### config.mk
export PLATFORM = sky130hd
export DESIGN_NAME = restoring_div_ctrl
export DESIGN_NICKNAME = d
export VERILOG_FILES = /design/src/rtl/restoring_div_ctrl.sv
export SDC_FILE = /design/constraint.sdc
export NUM_CORES = 1
export LEC_CHECK = 0
export CAP_MARGIN = 20
export CELL_PAD_IN_SITES_DETAIL_PLACEMENT = 1
export CELL_PAD_IN_SITES_GLOBAL_PLACEMENT = 1
export CORE_MARGIN = 8
export CORE_UTILIZATION = 37
export DETAILED_ROUTE_END_ITERATION = 6
export MAX_ROUTING_LAYER = met4
export PLACE_DENSITY_LB_ADDON = 0.2
export SLEW_MARGIN = 20
export SYNTH_ARGS = -nofsm -noshare
export SYNTH_HDL_FRONTEND = slang
export SYNTH_SLANG_ARGS = --single-unit
### constraint.sdc
create_clock -name Clock -period 2.1 [get_ports Clock]
set_input_delay 0.42 -clock Clock [delete_from_list [all_inputs] [get_ports Clock]]
set_output_delay 0.42 -clock Clock [all_outputs]
set_load 0.02 [all_outputs]
### src/rtl/restoring_div_ctrl.sv
// restoring_div_ctrl: multi-cycle unsigned restoring divider.
// Computes Dividend / Divisor one quotient bit per clock behind a Go/Busy/Done
// handshake. Quotient and Remainder are registered and hold between completions.
// Optional feature macro: DIVZERO_DETECT_EN adds the DivByZero output and a
// one-cycle bypass for a zero divisor.
module restoring_div_ctrl #(
  parameter int N = 4
) (
  input  logic         Clock,
  input  logic         Resetn,
  input  logic         Go,
  input  logic [N-1:0] Dividend,
  input  logic [N-1:0] Divisor,
  output logic [N-1:0] Quotient,
  output logic [N-1:0] Remainder,
  output logic         Busy,
  output logic         Done
`ifdef DIVZERO_DETECT_EN
  ,
  output logic         DivByZero
`endif
);

  localparam int CW = $clog2(N + 1);

  typedef enum logic [1:0] {
    IDLE = 2'b00,
    RUN  = 2'b01,
    DONE = 2'b10
  } state_t;

  state_t          state_r, state_s;
  logic [N:0]      a_r, a_s;
  logic [N-1:0]    q_r, q_s;
  logic [N-1:0]    m_r, m_s;
  logic [CW-1:0]   cnt_r, cnt_s;
  logic [N-1:0]    quot_s, rem_s;
  logic            busy_s, done_s;
  logic [N:0]      a_sh_s, t_s;
  logic [N-1:0]    q_sh_s;
`ifdef DIVZERO_DETECT_EN
  logic            dz_r, dz_s;
`endif

  // Next-state, datapath iteration and next output values.
  always_comb begin
    state_s = state_r;
    a_s     = a_r;
    q_s     = q_r;
    m_s     = m_r;
    cnt_s   = cnt_r;
    quot_s  = Quotient;
    rem_s   = Remainder;
`ifdef DIVZERO_DETECT_EN
    dz_s    = dz_r;
`endif
    // {A,Q} shifted left by one, then trial subtraction of the divisor.
    a_sh_s  = {a_r[N-1:0], q_r[N-1]};
    q_sh_s  = {q_r[N-2:0], 1'b0};
    t_s     = a_sh_s - {1'b0, m_r};

    case (state_r)
      IDLE: begin
        if (Go) begin
`ifdef DIVZERO_DETECT_EN
          if (Divisor == {N{1'b0}}) begin
            // Zero divisor skips the iterations and reports immediately.
            state_s = DONE;
            quot_s  = {N{1'b1}};
            rem_s   = Dividend;
            dz_s    = 1'b1;
          end else begin
            q_s     = Dividend;
            m_s     = Divisor;
            a_s     = {(N+1){1'b0}};
            cnt_s   = CW'(N);
            state_s = RUN;
          end
`else
          q_s     = Dividend;
          m_s     = Divisor;
          a_s     = {(N+1){1'b0}};
          cnt_s   = CW'(N);
          state_s = RUN;
`endif
        end else begin
          state_s = IDLE;
        end
      end
      RUN: begin
        if (t_s[N]) begin
          // Negative trial result: keep the shifted A, quotient bit 0.
          a_s = a_sh_s;
          q_s = q_sh_s;
        end else begin
          a_s = t_s;
          q_s = {q_r[N-2:0], 1'b1};
        end
        cnt_s = cnt_r - CW'(1);
        if (cnt_r == CW'(1)) begin
          state_s = DONE;
          quot_s  = q_s;
          rem_s   = a_s[N-1:0];
`ifdef DIVZERO_DETECT_EN
          dz_s    = 1'b0;
`endif
        end else begin
          state_s = RUN;
        end
      end
      // Go is not sampled here, so a held Go restarts only once IDLE is reached.
      DONE:    state_s = IDLE;
      default: state_s = IDLE;
    endcase

    busy_s = (state_s != IDLE);
    done_s = (state_s == DONE);
  end

  // State, datapath and registered outputs.
  always_ff @(posedge Clock or negedge Resetn) begin
    if (!Resetn) begin
      state_r   <= IDLE;
      a_r       <= {(N+1){1'b0}};
      q_r       <= {N{1'b0}};
      m_r       <= {N{1'b0}};
      cnt_r     <= {CW{1'b0}};
      Quotient  <= {N{1'b0}};
      Remainder <= {N{1'b0}};
      Busy      <= 1'b0;
      Done      <= 1'b0;
`ifdef DIVZERO_DETECT_EN
      dz_r      <= 1'b0;
`endif
    end else begin
      state_r   <= state_s;
      a_r       <= a_s;
      q_r       <= q_s;
      m_r       <= m_s;
      cnt_r     <= cnt_s;
      Quotient  <= quot_s;
      Remainder <= rem_s;
      Busy      <= busy_s;
      Done      <= done_s;
`ifdef DIVZERO_DETECT_EN
      dz_r      <= dz_s;
`endif
    end
  end

`ifdef DIVZERO_DETECT_EN
  assign DivByZero = dz_r;
`endif

endmodule

==> flow_summary.ini, run 1 <==
[placement]
dp_hpwl_um = 2839
place_congestion = 0.9143
portBuffers = 20
dp.cells = 220

[yosys]
synth_edf_count = 0
synth_top_area_cell = dfrtp_1
synth_ff_type = dfrtp_1
async_flop_share_pct = 100.0
ys_top_cells_by_area = dfrtp_1, nand2_1, ha_1
syn_inst = 147
synth_fp_nets = 165
seq_area_frac_synth_pct = 48.04
syn_area_per_cell_um2 = 9.567
ys_top_cells_by_count = dfrtp_1, nand2_1, inv_1
synth-warning-count = 0
netlist.area_leader.share_pct = 48.04
ys_seq_elements = 27
netlist_area_um2 = 1406
ys_types = 43
synthMostInstantiatedCell = dfrtp_1

[critical_path]
arrival_ps = 2240
endpoint_kind = register
worst-setup-path-type = reg2reg
critPathRequiredTime_ps = 2250
critPathLaunchType = register
crit_fanout = 5

[job]
drv_cap = 0

[clock_tree]
ctsHoldBuffers = 0
cts_root_buf = clkbuf_8
htreeDepth = 1
clk_latency_ps = 270
cts.sinks = 27
path_clk_slew_ps = 100
cts_buffers = 3
cts_tree = yes
clockBufferDepth = 2

[timing]
finalCritPeriodShare_pct = 99.83
worst_slew_pin_slew_ps = 448.8
setup_viol = 0
setup_tns_ps = 0
relSlewSlack_pct = 70.01
skew_ps = 3.419
hold_viol = 0
grt_setup_unrepaired = yes
slew_violations = 0
period_needed_ps = 2096
fmax_mhz = 477.0

[floorplan]
fp.dieH_um = 77.65
die_w_um = 77.65
initial_core_util_pct = 38.41
dieArea_um2 = 6030
boundaryPins = 21
row_count = 22
core_area_um2 = 3661

[grt]
grt_pass1_wl_um = 6244
antenna_found_initial = 0
grt_pass1_vias = 1243
gr-total-overflow = 0
track_usage_pct = 12.96
grt_max_degree = 28

[cells_and_area]
stdcell_count = 225
diodes = 0
area_growth_pct = 30.96
nNetsFinal = 196
drive_gt1_share_pct = 22.03

[power]
power_switching_uw = 1697
swShare_pct = 46.44
total_power_uw = 3653
comb_power_share_pct = 65.1
cellPowerDensity_nw_per_um2 = 1983
p_leak_uw = 0.0008042
p_int_uw = 1956
pwr-share-clk_pct = 8.2
peakVddDrop_uv = 698.9
p_seq_share_pct = 26.7

[worst_hold_path]
holdCritPathClass = reg2reg

[drt]
postRouteAntennaNets = 0
drc = 0
avgViaCountPerCell = 5.409
routedWlPerCell_um = 16.64
drt_first_pass_iters = 4
vias = 1217
drt_iter0_drc = 50
drt-total-wl_um = 3745

[status]
outcome = finished clean
-- through the flow --
stage               setup WS [ps]  cell area [um^2]  utilization [%]  hold slack (ps)
floorplan                   120.6              1406                -            124.4
global placement            85.80              1710            46.72            462.0
detailed placement         -14.52              1710            46.72            478.9
CTS                        -1.010              1794            49.01            503.1
global route               -54.30              1842            50.31            519.9
finish                      3.603              1842            50.31            490.9
-- registers in the layout, summed over array words and instances (netlist names) --
register and count:
Quotient 4, Done 1, state_r 2, Busy 1, a_r 4, q_r 4
m_r 4, Remainder 4, cnt_r 3
-- cells by family (layout without fill, tap and decap cells) --
kind of cell	Yosys count	count (layout)	share of synthesized area, %
AO/OA/AOI/OAI	46	46	22.87
XOR/XNOR	1	1	0.6229
adder cells (fa/ha/maj)	7	7	6.761
buffers and inverters	17	47	4.625
flip-flops	27	27	48.04
multiplexers	1	1	0.8007
AND/OR/NAND/NOR	48	48	16.28
-- timing repair --
action                                  in CTS  in global routing
resized for setup                            8                  9
endpoints found under the setup margin       2                  2
buffers inserted                             1                  0
pin swaps                                    6                  8
-- layout make-up --
class / instances / area, um^2
Clock buffer: 3 / 41.29
Clock inverter: 1 / 5.005
Fill cell: 423 / 1819
Inverter: 15 / 56.30
Multi-Input combinational cell: 103 / 743.2
Sequential cell: 27 / 675.6
Tap cell: 48 / 60.06
Timing Repair Buffer: 28 / 260.3
-- placed cells by master, fill, tap and decap left out, types with 2 or more instances in the layout --
cell,synthesis,final
nand2_1,26,25
clkdlybuf4s50_1,0,20
ha_1,6,5
inv_2,3,5
o31ai_2,2,2
o22ai_1,8,8
a31oi_1,2,2
nor2_1,8,7
inv_1,12,10
o21ai_1,6,7
nor2_2,1,2
dfrtp_1,27,27
a211oi_1,2,2
clkbuf_8,0,3
a21oi_1,8,6
o32ai_2,0,2
a21oi_2,2,3
nand2_2,1,2
buf_4,0,8
-- metal layers --
layer / vias up / share of wire, % / track usage [%]
li1: 585 / - / -
met1: 609 / 48 / 16.15
met2: 21 / 48 / 21.05
met3: 2 / 3.7 / 2.650
met4: 0 / 0.37 / 2.830
met5: - / 0 / -
-- power by group through the flow --
stage / Clock (uW) / Sequential (uW) / Combinational [uW]
final: 299 / 977 / 2380
after global routing: 325 / 1010 / 2610
after CTS: 316 / 975 / 2170
after detailed placement: 0 / 975 / 2060
after global placement: 0 / 965 / 1990
after floorplan: 0 / 1020 / 1320
-- critical path: stages, from the launching register on --
cell	delay, ps
dfrtp_1	430
ha_1	410
and3b_1	240
or3_4	400
a311oi_1	340
o32ai_2	150
-- path summary, 6_finish.rpt --
kind	start	slack (ps)	cells after the start	to
worst min register to register	Quotient[2]	490	2	Quotient[2]
worst max register to register	a_r[1]	4	5	a_r[3]
worst max-delay path	a_r[1]	4	5	a_r[3]
min in group asynchronous	Resetn	510	2	state_r[1]
worst min-delay path	Quotient[2]	490	2	Quotient[2]
max in group asynchronous	Resetn	1330	2	a_r[3]
Power figures use the tool's default switching activity.
==> inputs of run 2 (changes only) <==
--- a/config.mk
+++ b/config.mk
@@ -13,6 +13,8 @@
 export DETAILED_ROUTE_END_ITERATION = 6
 export MAX_ROUTING_LAYER = met4
 export PLACE_DENSITY_LB_ADDON = 0.2
+export SETUP_SLACK_MARGIN = 0.2
+export SKIP_LAST_GASP = 1
 export SLEW_MARGIN = 20
 export SYNTH_ARGS = -nofsm -noshare
 export SYNTH_HDL_FRONTEND = slang
==> flow_summary.ini, run 2 (synthesis gave the netlist of run 1 again) <==
[status]
outcome = finished, violations left
violations = setup timing

[floorplan]
dieArea_um2 = 6030
boundaryPins = 21
row_count = 22
fp.dieH_um = 77.65
core_area_um2 = 3661
die_w_um = 77.65
initial_core_util_pct = 38.41

[drt]
avgViaCountPerCell = 5.332
vias = 1205
routedWlPerCell_um = 17.23
postRouteAntennaNets = 0
drt_first_pass_iters = 4
drt_iter0_drc = 42
drt-total-wl_um = 3895
drc = 0

[job]
drv_cap = 0

[timing]
setup_viol = 1
skew_ps = 10.15
hold_viol = 0
hold_slack_ps = 487.2
setup_tns_ps = -1.870
relSlewSlack_pct = 65.48
finalCritPeriodShare_pct = 100.1
grt_setup_unrepaired = yes
worst_slew_pin_slew_ps = 516.8
period_needed_ps = 2102
fmax_mhz = 475.8
slew_violations = 0
fin_ws_ps = -1.870

[placement]
pre_cts_slack_ps = 60.15
dp_hpwl_um = 2747
portBuffers = 20
place_congestion = 0.9274

[clock_tree]
htreeDepth = 1
cts_tree = yes
path_clk_slew_ps = 90
ctsHoldBuffers = 0
clockBufferDepth = 2
clk_latency_ps = 280
cts_buffers = 3
cts.sinks = 27
cts_root_buf = clkbuf_8

[cells_and_area]
mostFrequentLayoutCells = dfrtp_1, nand2_1, clkdlybuf4s50_1, inv_1, buf_4
final_common_cell = dfrtp_1
fillers = 409
drive_gt1_share_pct = 20.22
diodes = 0
area_growth_pct = 30.78
nNetsFinal = 197

[critical_path]
reg2reg_depth = 8
arrival_ps = 2290
r2r_end = a_r[2]
endpoint_kind = register
r2r_start = q_r[3]
critPathRequiredTime_ps = 2290
critPathLaunchType = register
worst-setup-path-type = reg2reg
crit_fanout = 5
rrSetupSlack_ps = -2

[worst_hold_path]
whs_path_depth = 2
holdCritPathClass = reg2reg
min_to = Remainder[0]
hp-start = Remainder[0]

[grt]
antenna_found_initial = 0
grt_max_degree = 28
track_usage_pct = 13.38
grt_pass1_vias = 1256
gr-total-overflow = 0
grt_pass1_wl_um = 6375

[power]
power_switching_uw = 1716
pwr-share-clk_pct = 8.0
p_leak_uw = 0.0008080
p_int_uw = 1973
total_power_uw = 3689
peakVddDrop_uv = 731.2
cellPowerDensity_nw_per_um2 = 2006
p_seq_share_pct = 26.6
comb_power_share_pct = 65.3
swShare_pct = 46.52
## run 2: worst max-delay path by stage
stage           start           end  slack, ps  depth (start not counted)
3_5_place_dp   q_r[3]        a_r[2]         60                          8
4_1_cts        q_r[3]        a_r[2]         90                          8
2_1_floorplan  q_r[3]        a_r[0]        190                          8
3_3_place_gp   q_r[3]        a_r[2]        140                          8
6_report       q_r[3]        a_r[2]         -2                          8
5_1_grt        q_r[3]  Remainder[0]        -70                          9
## run 2: per-layer routing
metal / GRT usage (%) / wire, um / vias to the layer above
met5: - / 0 / -
met4: 5.660 / 65 / 0
met3: 3.456 / 162 / 5
met2: 21.05 / 1972 / 15
met1: 15.80 / 1695 / 602
li1: - / - / 583
## run 2: power groups by stage
| stage | clock network [uW] | logic [uW] | registers (uW) |
|---|---|---|---|
| global placement | 0 | 1960 | 961 |
| floorplan | 0 | 1360 | 1030 |
| global route | 329 | 2600 | 1020 |
| CTS | 312 | 2220 | 978 |
| finish | 296 | 2410 | 983 |
| detailed placement | 0 | 2030 | 981 |
## run 2: repair_timing
action | 4_1_cts | 5_1_grt
pin swaps | 6 | 8
buffers inserted | 3 | 2
endpoints found under the setup margin | 9 | 10
resized for setup | 4 | 7
## run 2: area by class of cell
type / instances / area [um^2] / share of cell area (%)
Clock buffer: 4 / 45.04 / 2.449
Multi-Input combinational cell: 103 / 734.5 / 39.93
Timing Repair Buffer: 29 / 267.8 / 14.56
Tap cell: 48 / 60.06 / 3.265
Sequential cell: 27 / 675.6 / 36.73
Inverter: 15 / 56.30 / 3.061
## run 2: worst max-delay path: stages, from the launching register on
cell and delay [ps]:
dfrtp_1 390, inv_1 60, ha_2 170, inv_2 40, fa_2 410, a211o_4 390, a21oi_4 210, nor3_2 90
o32ai_2 250
## run 2: metrics by stage
| step | utilization (%) | instances | instance area, um^2 |
|---|---|---|---|
| 2_1_floorplan | - | 147 | 1416 |
| 3_3_place_gp | 46.38 | 217 | 1698 |
| 3_5_place_dp | 46.38 | 217 | 1698 |
| 4_1_cts | 49.01 | 224 | 1794 |
| 5_1_grt | 50.24 | 226 | 1839 |
| 6_report | 50.24 | 226 | 1839 |
